==> config.mk <==
export PLATFORM = sky130hd
export DESIGN_NAME = ring_mod_preset_sequencer
export DESIGN_NICKNAME = d
export VERILOG_FILES = /design/src/rtl/ring_mod_preset_sequencer.sv
export SDC_FILE = /design/constraint.sdc
export NUM_CORES = 1
export LEC_CHECK = 0
export CAP_MARGIN = 30
export CORE_MARGIN = 5
export CORE_UTILIZATION = 45
export DETAILED_ROUTE_END_ITERATION = 6
export PLACE_DENSITY = 0.65
export SYNTH_ARGS = -nofsm -noshare
export SYNTH_HDL_FRONTEND = slang
export SYNTH_SLANG_ARGS = --single-unit
==> constraint.sdc <==
create_clock -name CLK -period 6.7 [get_ports CLK]
set_input_delay 1.005 -clock CLK [delete_from_list [all_inputs] [get_ports CLK]]
set_output_delay 1.005 -clock CLK [all_outputs]
set_load 0.01 [all_outputs]
==> src/rtl/ring_mod_preset_sequencer.sv <==
// Key-driven carrier-frequency preset selector for the ring-modulation effect.
// Optional auto-repeat on held keys is built when RING_MOD_AUTO_REPEAT_EN is defined.
module ring_mod_preset_sequencer #(
  parameter int FREQ_W          = 32,
  parameter int NUM_PRESETS     = 8,
  parameter int IDX_W           = 4,
  parameter logic [NUM_PRESETS*FREQ_W-1:0] PRESET_TABLE = {
    32'd4111, 32'd3551, 32'd3255, 32'd3063,
    32'd2367, 32'd1791, 32'd1751, 32'd1591},
  parameter int DEFAULT_IDX     = 6,
  parameter int EFFECT_ID       = 3,
  parameter int ENABLE_BIT      = 7,
  parameter int DEBOUNCE_CYCLES = 500000,
  parameter int WRAP            = 0,
  parameter int REPEAT_DELAY    = 25000000,
  parameter int REPEAT_PERIOD   = 5000000
) (
  input  logic              CLK,
  input  logic              RST,
  input  logic              key3,
  input  logic              key2,
  input  logic [9:0]        SW,
  output logic [FREQ_W-1:0] frequency,
  output logic [IDX_W-1:0]  preset_idx,
  output logic              changed,
  output logic              disabled
);

  localparam int DW = (DEBOUNCE_CYCLES > 1) ? $clog2(DEBOUNCE_CYCLES + 1) : 1;

  // Bit 0 carries the down key, bit 1 the up key.
  logic [1:0]    key_raw;
  logic [1:0]    s1_q, s2_q, deb_q, armed_q, press_q, step;
  logic [DW-1:0] cnt_q [2];
  logic [1:0]    fill_q;
  logic          gate, dn, up;
  logic [IDX_W-1:0] idx_d;
  logic          unused_sw;

  assign key_raw   = {key2, key3};
  assign unused_sw = ^SW;

  // armed_q blocks a key that was already held through reset until it is seen released.
  always_ff @(posedge CLK) begin
    if (RST) begin
      s1_q    <= '1;
      s2_q    <= '1;
      deb_q   <= '1;
      armed_q <= '0;
      press_q <= '0;
      fill_q  <= '0;
      for (int k = 0; k < 2; k++) cnt_q[k] <= '0;
    end else begin
      s1_q <= key_raw;
      s2_q <= s1_q;
      if (fill_q != 2'd2) fill_q <= fill_q + 2'd1;
      for (int k = 0; k < 2; k++) begin
        press_q[k] <= 1'b0;
        if (fill_q == 2'd2 && s2_q[k]) armed_q[k] <= 1'b1;
        if (s2_q[k] == deb_q[k]) begin
          cnt_q[k] <= '0;
        end else if (cnt_q[k] == DW'(DEBOUNCE_CYCLES - 1)) begin
          cnt_q[k]   <= '0;
          deb_q[k]   <= s2_q[k];
          press_q[k] <= ~s2_q[k] & armed_q[k];
        end else begin
          cnt_q[k] <= cnt_q[k] + 1'b1;
        end
      end
    end
  end

`ifdef RING_MOD_AUTO_REPEAT_EN
  localparam int RMAX = (REPEAT_DELAY > REPEAT_PERIOD) ? REPEAT_DELAY : REPEAT_PERIOD;
  localparam int RW   = (RMAX > 1) ? $clog2(RMAX + 1) : 1;

  typedef enum logic [1:0] {IDLE, HELD, REPEAT} rpt_state_e;
  rpt_state_e    st_q   [2];
  logic [RW-1:0] rcnt_q [2];

  always_ff @(posedge CLK) begin
    if (RST) begin
      for (int k = 0; k < 2; k++) begin
        st_q[k]   <= IDLE;
        rcnt_q[k] <= '0;
      end
    end else begin
      for (int k = 0; k < 2; k++) begin
        case (st_q[k])
          IDLE: begin
            rcnt_q[k] <= '0;
            if (press_q[k]) st_q[k] <= HELD;
          end
          HELD: begin
            if (deb_q[k]) begin
              st_q[k]   <= IDLE;
              rcnt_q[k] <= '0;
            end else if (rcnt_q[k] == RW'(REPEAT_DELAY - 1)) begin
              st_q[k]   <= REPEAT;
              rcnt_q[k] <= '0;
            end else begin
              rcnt_q[k] <= rcnt_q[k] + 1'b1;
            end
          end
          default: begin
            if (deb_q[k]) begin
              st_q[k]   <= IDLE;
              rcnt_q[k] <= '0;
            end else if (rcnt_q[k] == RW'(REPEAT_PERIOD - 1)) begin
              rcnt_q[k] <= '0;
            end else begin
              rcnt_q[k] <= rcnt_q[k] + 1'b1;
            end
          end
        endcase
      end
    end
  end

  always_comb begin
    step = press_q;
    for (int k = 0; k < 2; k++) begin
      if (!deb_q[k]) begin
        if (st_q[k] == HELD && rcnt_q[k] == RW'(REPEAT_DELAY - 1)) step[k] = 1'b1;
        if (st_q[k] == REPEAT && rcnt_q[k] == RW'(REPEAT_PERIOD - 1)) step[k] = 1'b1;
      end
    end
  end
`else
  localparam int unused_rpt = REPEAT_DELAY + REPEAT_PERIOD;
  assign step = press_q;
`endif

  assign gate = (SW[3:0] == 4'(EFFECT_ID));
  assign dn   = step[0] & gate;
  assign up   = step[1] & gate;

  // Coincident down and up steps cancel.
  always_comb begin
    idx_d = preset_idx;
    if (dn && !up) begin
      if (preset_idx == '0)
        idx_d = (WRAP != 0) ? IDX_W'(NUM_PRESETS - 1) : '0;
      else
        idx_d = preset_idx - 1'b1;
    end else if (up && !dn) begin
      if (preset_idx == IDX_W'(NUM_PRESETS - 1))
        idx_d = (WRAP != 0) ? '0 : IDX_W'(NUM_PRESETS - 1);
      else
        idx_d = preset_idx + 1'b1;
    end
  end

  always_ff @(posedge CLK) begin
    if (RST) begin
      preset_idx <= IDX_W'(DEFAULT_IDX);
      frequency  <= PRESET_TABLE[DEFAULT_IDX*FREQ_W +: FREQ_W];
      changed    <= 1'b0;
      disabled   <= 1'b1;
    end else begin
      preset_idx <= idx_d;
      frequency  <= PRESET_TABLE[int'(idx_d)*FREQ_W +: FREQ_W];
      changed    <= (idx_d != preset_idx);
      disabled   <= ~SW[ENABLE_BIT];
    end
  end

endmodule

==> impl_metrics.ini <==
[outcome]
status = finished, final reports clean

[cts]
post-cts-setup-buffers = 0
cts.sinks = 67
h-tree-depth = 3
numCtsBuffers = 9
clockRootBuffer = clkbuf_8
cts_resized = 0
clk_latency_ns = 0.33
cts_tree = built
clockBufferDepth = 2
clk_pin_slew_ns = 0.07
cts_hold_buf = 0

[global_route]
grt_usage_pct = 12.88
grt_pass1_wl_mm = 10.41
use_met3_pct = 3.015
antenna_found_initial = 0
grt_max_degree = 32
grt_pass1_vias = 2373
met2_usage_pct = 20.37
met1_usage_pct = 16.56
top_usage_layer = met2
grt.overflow.total = 0

[pwr]
internal_power_mw = 0.6919
p_comb_share_pct = 9.9
ir_worst_vdd_v = 0.0001546
p_sw_share_pct = 23.44
seqPwrFrac_pct = 52.8
cellPowerDensity_mw_per_mm2 = 214.2
clkPwrFrac_pct = 37.3
p_switching_mw = 0.2119
p_leak_nw = 1.624

[routing]
wl_per_cell_um = 11.26
drt_iter0_drc = 153
viasPerCell = 4.728
ant_nets = 0
firstDrtPassIters = 4
wl_mm = 6.001
route.detailed.drc = 0
vias = 2520

[place]
io_buffers = 27
dp_hpwl_mm = 4.379
dpl_worst_slack_ns = 3.331
gp_congestion = 0.8488

[setup_path]
reg2reg_depth = 10
cp_max_fo = 12
crit_cells = 8
path_cells = clkdlybuf4s50_1, and4bb_2, nand2_1, a31oi_1, inv_1, ha_1, or2_1, a31o_2
max_stage_delay_ns = 0.46
required_ns = 6.93
crit_type = primary input to flop
cp-start-kind = primary input
path_buf_inv = 2
arrival_ns = 3.24
slowest_stage = and4bb_2
cp_top_family = simple AND/OR/NAND/NOR gates
worstSetupEndpointType = flop

[logic_synthesis]
ys_ff_latch = 67
netlist_area_mm2 = 0.003626
yosysWarnings = 0
postSynthAreaPerCell_um2 = 9.961
ys_types = 59
synth_top_cells_by_count = nor2_1 (59), edfxtp_1 (38), dfxtp_1 (29)
synth_seq_area_share_pct = 47.48
synth_edf_count = 38
async_flop_share_pct = 0
postSynthCellCount = 364
synth_top_cell_by_area = edfxtp_1
synth_top_cell_area_share_pct = 31.47
synth_ff_type = edfxtp_1
synth_most_common_cell = nor2_1
synthTopCellsByArea = edfxtp_1 (31%), dfxtp_1 (16%), nor2_1 (6.1%)

[floorplan]
fp.coreArea_mm2 = 0.007807
dieHeight_um = 99.77
die_w_um = 99.77
initial_core_util_pct = 46.44
io_pins = 52
rows = 32
die-area_mm2 = 0.009953

[min_path]
hold_depth = 1
hp-class = flop to flop

[sta]
layout_min_cycle_time_ns = 3.016
slew_viol_final = 0
setup-violations-final = 0
setup_slack_ns = 3.684
finalCritPeriodShare_pct = 45.01
fmax_ghz = 0.3316
rsz0062_at_grt = false
tightest_slew_ns = 0.6123
hold_violations = 0
skew_ns = 0.01122
setup-tns-final_ns = 0
max_slew_margin_pct = 59.08

[job]
cap_violations = 0

[finish]
layout.nets = 451
synthToLayoutAreaGrowth_pct = 16.39
drive_above_1_share_pct = 9.977
antennaDiodeCount = 0
n_fill_cell = 725
==> layer usage <==
| layer | vias to the layer above | part of all wire (%) | wire (um) |
|---|---|---|---|
| li1 | 1294 | - | - |
| met1 | 1173 | 47 | 2802 |
| met2 | 44 | 47 | 2815 |
| met3 | 9 | 4.6 | 279 |
| met4 | 0 | 1.7 | 104 |
| met5 | - | 0 | 0 |
==> area by class of cell <==
| cell class | count | area (um2) | share of cell area [%] |
|---|---|---|---|
| multi-input cells | 302 | 1817 | 43.05 |
| flip-flops and latches | 67 | 1722 | 40.79 |
| repair buffers | 28 | 277.8 | 6.582 |
| clock buffers | 14 | 195.2 | 4.625 |
| well taps | 102 | 127.6 | 3.024 |
| inverters | 18 | 67.56 | 1.601 |
| clock inverters | 2 | 13.76 | 0.3261 |
==> placed cells by master (no fill, tap or decap), types with 6 or more instances in the layout <==
master,n
clkdlybuf4s50_1,27
xor2_1,14
dfxtp_1,29
a21oi_1,6
conb_1,57
ha_1,11
clkbuf_8,10
nor3_1,6
edfxtp_1,38
or2_2,8
nand2_1,19
nor2_1,59
and3_1,8
xnor2_1,23
nand3_1,18
inv_1,18
==> kinds of logic (layout without fill, tap and decap cells) <==
kind of cell,after synthesis,in the layout,synth area share [%]
flip-flops,67,67,47.48
other,2,57,0.2071
AND/OR/NAND/NOR,161,161,23.67
adder cells (fa/ha/maj),11,11,3.796
buffers and inverters,50,62,8.109
AO/OA/AOI/OAI,32,32,6.556
XOR/XNOR,37,37,8.937
multiplexers,4,4,1.242
==> registers in the layout (all words and copies together) (netlist names) <==
signal / cells
armed_q: 2
changed: 1
cnt_q: 38
deb_q: 2
disabled: 1
fill_q: 2
frequency: 11
preset_idx: 4
press_q: 2
s1_q: 2
s2_q: 2
==> power groups by stage <==
| stage | logic [mW] | clock network, mW | registers (mW) |
|---|---|---|---|
| floorplan | 0.0743 | 0 | 0.484 |
| global placement | 0.0878 | 0 | 0.485 |
| detailed placement | 0.0899 | 0 | 0.486 |
| CTS | 0.0903 | 0.352 | 0.477 |
| global route | 0.107 | 0.371 | 0.480 |
| finish | 0.0899 | 0.337 | 0.477 |
==> final timing paths <==
kind	start	end	slack, ns
max reg2reg	preset_idx[1]	frequency[8]	3.92
min reg2reg	s1_q[0]	s2_q[0]	0.41
min	s1_q[0]	s2_q[0]	0.41
max	SW[2]	frequency[8]	3.68
==> per-stage QoR <==
step	hold WS [ns]	utilization (%)	power [mW]	area (um2)	std cells
after CTS	0.4154	54.05	0.9189	4220	533
after global routing	0.4423	54.05	0.9582	4220	533
after global placement	0.3942	51.38	0.5726	4011	517
after detailed placement	0.3974	51.38	0.5760	4011	517
final	0.4100	54.05	0.9038	4220	533
after floorplan	0.3895	-	0.5581	3832	419
No activity file was read; power rests on OpenSTA's default activity.
